### config.mk
export PLATFORM = sky130hd
export DESIGN_NAME = cache_miss_controller
export DESIGN_NICKNAME = d
export VERILOG_FILES = /design/src/rtl/cache_miss_controller.sv
export SDC_FILE = /design/constraint.sdc
export NUM_CORES = 1
export LEC_CHECK = 0
export ABC_AREA = 0
export CORE_UTILIZATION = 47
export CTS_BUF_LIST = sky130_fd_sc_hd__clkbuf_4
export DETAILED_ROUTE_END_ITERATION = 8
export GPL_ROUTABILITY_DRIVEN = 0
export HOLD_SLACK_MARGIN = 0.02
export MAX_ROUTING_LAYER = met4
export PLACE_DENSITY = 0.78
export SYNTH_ARGS = -nofsm -noshare
export SYNTH_HDL_FRONTEND = slang
export SYNTH_SLANG_ARGS = --single-unit
### constraint.sdc
create_clock -name clk -period 2.2 [get_ports clk]
set_input_delay 0.55 -clock clk [delete_from_list [all_inputs] [get_ports clk]]
set_output_delay 0.55 -clock clk [all_outputs]
set_load 0.01 [all_outputs]
### src/rtl/cache_miss_controller.sv
// Sequencing FSM for a 2-way set-associative L1 cache: hit service, dirty-victim writeback,
// line fill with a retry lookup, plus saturating hit/miss/writeback counters.
module cache_miss_controller #(
   parameter int CNT_WIDTH = 32
) (
   input  logic                 clk,
   input  logic                 rst,
   input  logic                 mem_read,
   input  logic                 mem_write,
   input  logic                 hit,
   input  logic                 replace,
   input  logic                 dirty,
   input  logic                 update_way,
   input  logic                 hit_way,
   input  logic                 pmem_resp,
   output logic                 mem_resp,
   output logic                 pmem_read,
   output logic                 pmem_write,
   output logic                 way_sel,
   output logic                 addr_sel,
   output logic                 data_sel,
   output logic                 load_data,
   output logic                 load_tag,
   output logic                 set_valid,
   output logic                 set_dirty,
   output logic                 clr_dirty,
   output logic                 load_lru,
   output logic [CNT_WIDTH-1:0] hit_count,
   output logic [CNT_WIDTH-1:0] miss_count,
   output logic [CNT_WIDTH-1:0] wb_count
);

   localparam logic [1:0] S_COMPARE   = 2'd0;
   localparam logic [1:0] S_WRITEBACK = 2'd1;
   localparam logic [1:0] S_FILL      = 2'd2;

   logic [1:0] state;
   logic [1:0] next_state;
   logic       victim_way;
   logic       retry;
   logic       req;
   logic       hit_inc;
   logic       miss_inc;
   logic       wb_inc;

   assign req = mem_read | mem_write;

   // Outputs are forced low while rst is high so no pmem request or array load escapes the reset cycle.
   always_comb begin
      next_state = state;
      mem_resp   = 1'b0;
      pmem_read  = 1'b0;
      pmem_write = 1'b0;
      way_sel    = 1'b0;
      addr_sel   = 1'b0;
      data_sel   = 1'b0;
      load_data  = 1'b0;
      load_tag   = 1'b0;
      set_valid  = 1'b0;
      set_dirty  = 1'b0;
      clr_dirty  = 1'b0;
      load_lru   = 1'b0;
      hit_inc    = 1'b0;
      miss_inc   = 1'b0;
      wb_inc     = 1'b0;
      if (!rst) begin
         case (state)
            S_COMPARE: begin
               if (req) begin
                  if (hit) begin
                     mem_resp = 1'b1;
                     way_sel  = hit_way;
                     load_lru = 1'b1;
                     hit_inc  = ~retry;
                     if (mem_write) begin
                        load_data = 1'b1;
                        set_dirty = 1'b1;
                     end
                  end else begin
                     miss_inc = 1'b1;
                     if (replace && dirty) begin
                        wb_inc     = 1'b1;
                        next_state = S_WRITEBACK;
                     end else begin
                        next_state = S_FILL;
                     end
                  end
               end
            end
            S_WRITEBACK: begin
               pmem_write = 1'b1;
               addr_sel   = 1'b1;
               way_sel    = victim_way;
               if (pmem_resp) next_state = S_FILL;
            end
            S_FILL: begin
               pmem_read = 1'b1;
               way_sel   = victim_way;
               if (pmem_resp) begin
                  load_data  = 1'b1;
                  data_sel   = 1'b1;
                  load_tag   = 1'b1;
                  set_valid  = 1'b1;
                  clr_dirty  = 1'b1;
                  next_state = S_COMPARE;
               end
            end
            default: next_state = S_COMPARE;
         endcase
      end
   end

   // retry lives for exactly the one COMPARE cycle after a fill so that lookup is not counted as a hit.
   always_ff @(posedge clk) begin
      if (rst) begin
         state      <= S_COMPARE;
         victim_way <= 1'b0;
         retry      <= 1'b0;
         hit_count  <= '0;
         miss_count <= '0;
         wb_count   <= '0;
      end else begin
         state <= next_state;
         if (state == S_COMPARE) begin
            retry <= 1'b0;
            if (req && !hit) victim_way <= update_way;
         end
         if (state == S_FILL && pmem_resp) retry <= 1'b1;
         if (hit_inc && hit_count != '1) hit_count <= hit_count + CNT_WIDTH'(1);
         if (miss_inc && miss_count != '1) miss_count <= miss_count + CNT_WIDTH'(1);
         if (wb_inc && wb_count != '1) wb_count <= wb_count + CNT_WIDTH'(1);
      end
   end

endmodule
==> run_results.csv <==
group,metric,value,unit
critical_path,worst_path_most_repeated_cell,"inv_2",
pwr,leakagePower,2.69,nW
cts,root_buffer,"clkbuf_4",
critical_path,startpoint,"state[0]$_SDFFE_PP0P_",
global_routing,antenna_found_initial,1,
final_layout,fin_area,7810,um2
critical_path,ff2ff_path_depth,9,
hold_path,min_path_type,"in2reg",
cts,cts.path.max_buffers,2,
routing,wl_per_cell,16.5,um
timing,layout_setup_ws,-0.126,ns
placed_design,place.port_buffers,117,
critical_path,crit_path_end,"load_data",
global_routing,track_usage,29.7,%
global_routing,first_global_vias,5802,
final_layout,layout.nets,888,
pwr,vdd_drop_max,381,uV
synth,synthMuxAreaShare,1.68,%
synth,synth_simple_gate_area_share,32.9,%
synth,async_flop_share,0,%
critical_path,worstPathRequired,1.65,ns
run_status,status,"finished with violations",
critical_path,endpoint_kind,"primary output",
cts,cts_tree,"built",
timing,setup_viol,8,
critical_path,reg2reg_to,"hit_count[27]$_SDFFE_PP0P_",
synth,avgSynthCellArea,8.07,um2
synth,synth_top_family_by_area,"simple AND/OR/NAND/NOR gates",
timing,post-route-period-util,106,%
final_layout,drive_gt1_share,27.1,%
cts,clk_latency,0.47,ns
synth,synth-compound-area-share,19.6,%
synth,synth_fa_ha_area_share,1.92,%
routing,drt-initial-drc-count,396,
final_layout,nFillCells,834,
floorplanning,dieArea,11500,um2
floorplanning,initial_core_util,48.1,%
floorplanning,die_h,107,um
critical_path,critPathKind,"reg2out",
timing,whs,0.424,ns
synth,ys_ff_latch,100,
run_status,violations,"negative setup slack",
critical_path,path_max_fanout,3,
timing,slew_headroom,47.7,%
critical_path,regToRegStartpoint,"state[1]$_SDFFE_PP0P_",
hold_path,min_from,"rst",
synth,ys.warnings.count,0,
synth,synth_nets,664,
job,cap_violations,0,
critical_path,cp_top_family,"buffers and inverters",
routing,drc_errors,0,
synth,synth_area,5210,um2
synth,synth_area_leaders,"dfxtp_1 (38%), a21oi_1 (7.1%), o31ai_1 (5.3%), or4_1 (5.3%), or3_1 (4.6%)",
synth,yosys.area_share.xor_xnor,1.18,%
global_routing,grt_max_degree,73,
routing,drt_pass1_iterations,5,
routing,num_vias,6061,
timing,finalHoldViolations,0,
synth,syn_inst,646,
placed_design,place_area,7440,um2
critical_path,cp-start-kind,"register",
timing,rsz0062_at_grt,"yes",
cts,path_clk_slew,0.14,ns
synth,yosysTopAreaCellShare,38.4,%
floorplanning,core_area,10800,um2
critical_path,cp_data_arrival_time,1.78,ns
critical_path,crit_chain,"inv_2, buf_6, ha_4, nor2b_4, nand2_2, inv_2, o22a_1, buf_2",
timing,fin_crit,2.33,ns
synth,yosysMostFrequentCell,"dfxtp_1",
synth,synth_top_area_cell,"dfxtp_1",
critical_path,crit_cells,8,
floorplanning,ioPinCount,118,
timing,tightest_slew,0.785,ns
timing,drv_slew,0,
synth,synth_ff_type,"dfxtp_1",
synth,synth-edff-count,0,
synth,ys_top_cells_by_count,"dfxtp_1 (100), a21oi_1 (74), nand2_1 (49)",
global_routing,globalRoute.totalOverflow,0,
routing,postRouteAntennaNets,0,
critical_path,cp_slowest_stage_delay,0.36,ns
timing,fmax,0.430,GHz
placed_design,hpwl,11900,um
global_routing,grt_pass1_wl,26700,um
cts,htreeDepth,3,
synth,seq_area_frac_synth,38.4,%
timing,finClkSkew,0.00784,ns
final_layout,area_growth,49.9,%
cts,cts.sinks,100,
cts,cts_hold_buf,0,
floorplanning,die_w,107,um
pwr,cellPowerDensity,399,nW/um2
routing,wirelength,16800,um
synth,ys_types,49,
cts,numCtsBuffers,9,
floorplanning,num_rows,38,
routing,avgViaCountPerCell,5.97,
critical_path,cp_num_buf_inv,4,
critical_path,rrSetupSlack,-0.01,ns
critical_path,slowest_stage,"dfxtp_2",
pwr,power,3.12,mW
worst min path at each step:
stage | cells after the start | slack, ns | to
after floorplan | 2 | 0.44 | retry$_SDFFE_PP0P_
after global placement | 2 | 0.47 | retry$_SDFFE_PP0P_
after detailed placement | 2 | 0.47 | retry$_SDFFE_PP0P_
after CTS | 3 | 0.41 | state[1]$_SDFFE_PP0P_
after global routing | 3 | 0.43 | state[1]$_SDFFE_PP0P_
final | 3 | 0.42 | state[1]$_SDFFE_PP0P_
layer usage:
| metal | vias to the layer above | global-route usage [%] | part of all wire [%] |
|---|---|---|---|
| met2 | 191 | 51.2 | 51 |
| met1 | 2929 | 33.7 | 41 |
| li1 | 2904 | - | - |
| met4 | 0 | 12.2 | 2.4 |
| met5 | - | - | 0 |
| met3 | 37 | 5.75 | 5.4 |
cell usage in the layout (no fill, tap or decap), types with 4 or more instances in the layout:
master / n
and3_1: 11
o21ai_0: 39
a21oi_1: 66
nand3_1: 41
inv_1: 13
buf_6: 9
o31ai_1: 35
mux2_2: 6
nand2_1: 47
and4_1: 8
or2_2: 5
xor2_1: 4
clkbuf_4: 11
buf_2: 6
nor2_1: 31
nor4_1: 5
nor2b_1: 5
dfxtp_1: 87
or3_1: 35
dfxtp_2: 10
clkdlybuf4s50_1: 101
nand4_1: 26
a21oi_2: 8
buf_4: 128
or4_1: 33
o211ai_1: 7
nor4_4: 5
ha_4: 4
or4_4: 5
nor3_1: 8
worst reg2reg max path, cell delays in order (launching register included):
cell      delay [ns]
dfxtp_2         0.36
inv_2           0.08
ha_4            0.15
buf_4           0.11
nand3b_1        0.16
nor4_4          0.30
buf_4           0.19
o31ai_4         0.13
or4_4           0.55
a21oi_2         0.13
flip-flops by register name, summed over array words and instances, names as in the netlist:
name / flops
hit_count: 32
miss_count: 32
retry: 1
state: 2
victim_way: 1
wb_count: 32
cells by family after synthesis:
logic type               after synthesis
flip-flops                           100
AND/OR/NAND/NOR                      297
multiplexers                           8
adder cells (fa/ha/maj)                8
AO/OA/AOI/OAI                        173
XOR/XNOR                               7
buffers and inverters                 53
area by class of cell:
type | instances | area, um2 | area share, %
multi-input cells | 494 | 3290 | 42.2
clock buffers | 11 | 82.6 | 1.06
inverters | 16 | 60.1 | 0.769
clock inverters | 4 | 17.5 | 0.224
flip-flops and latches | 100 | 2030 | 25.9
repair buffers | 249 | 2150 | 27.6
diodes | 1 | 2.50 | 0.0320
well taps | 140 | 175 | 2.24
power breakdown:
group	switching, mW	internal, mW	leakage (nW)
sequential	0.0149	1.83	0.813
clock	0.604	0.242	0.0616
combinational	0.224	0.208	1.82
total	0.843	2.28	2.69
what timing repair did:
action	in CTS	in global routing
endpoints found under the setup margin	35	55
cloned	1	0
buffers inserted	4	3
gates resized for setup	77	44
pin swaps	7	25
through the flow:
stage | setup TNS [ns] | worst slack, ns | instances | util, %
CTS | -0.192 | -0.0947 | 1013 | 70.5
detailed placement | -35.97 | -0.567 | 993 | 68.6
floorplan | -0.00709 | -0.00709 | 646 | -
global placement | -29.22 | -0.513 | 993 | 68.6
finish | -0.313 | -0.126 | 1015 | 72.1
global route | -1.27 | -0.215 | 1015 | 72.1
Power figures use the tool's default switching activity.
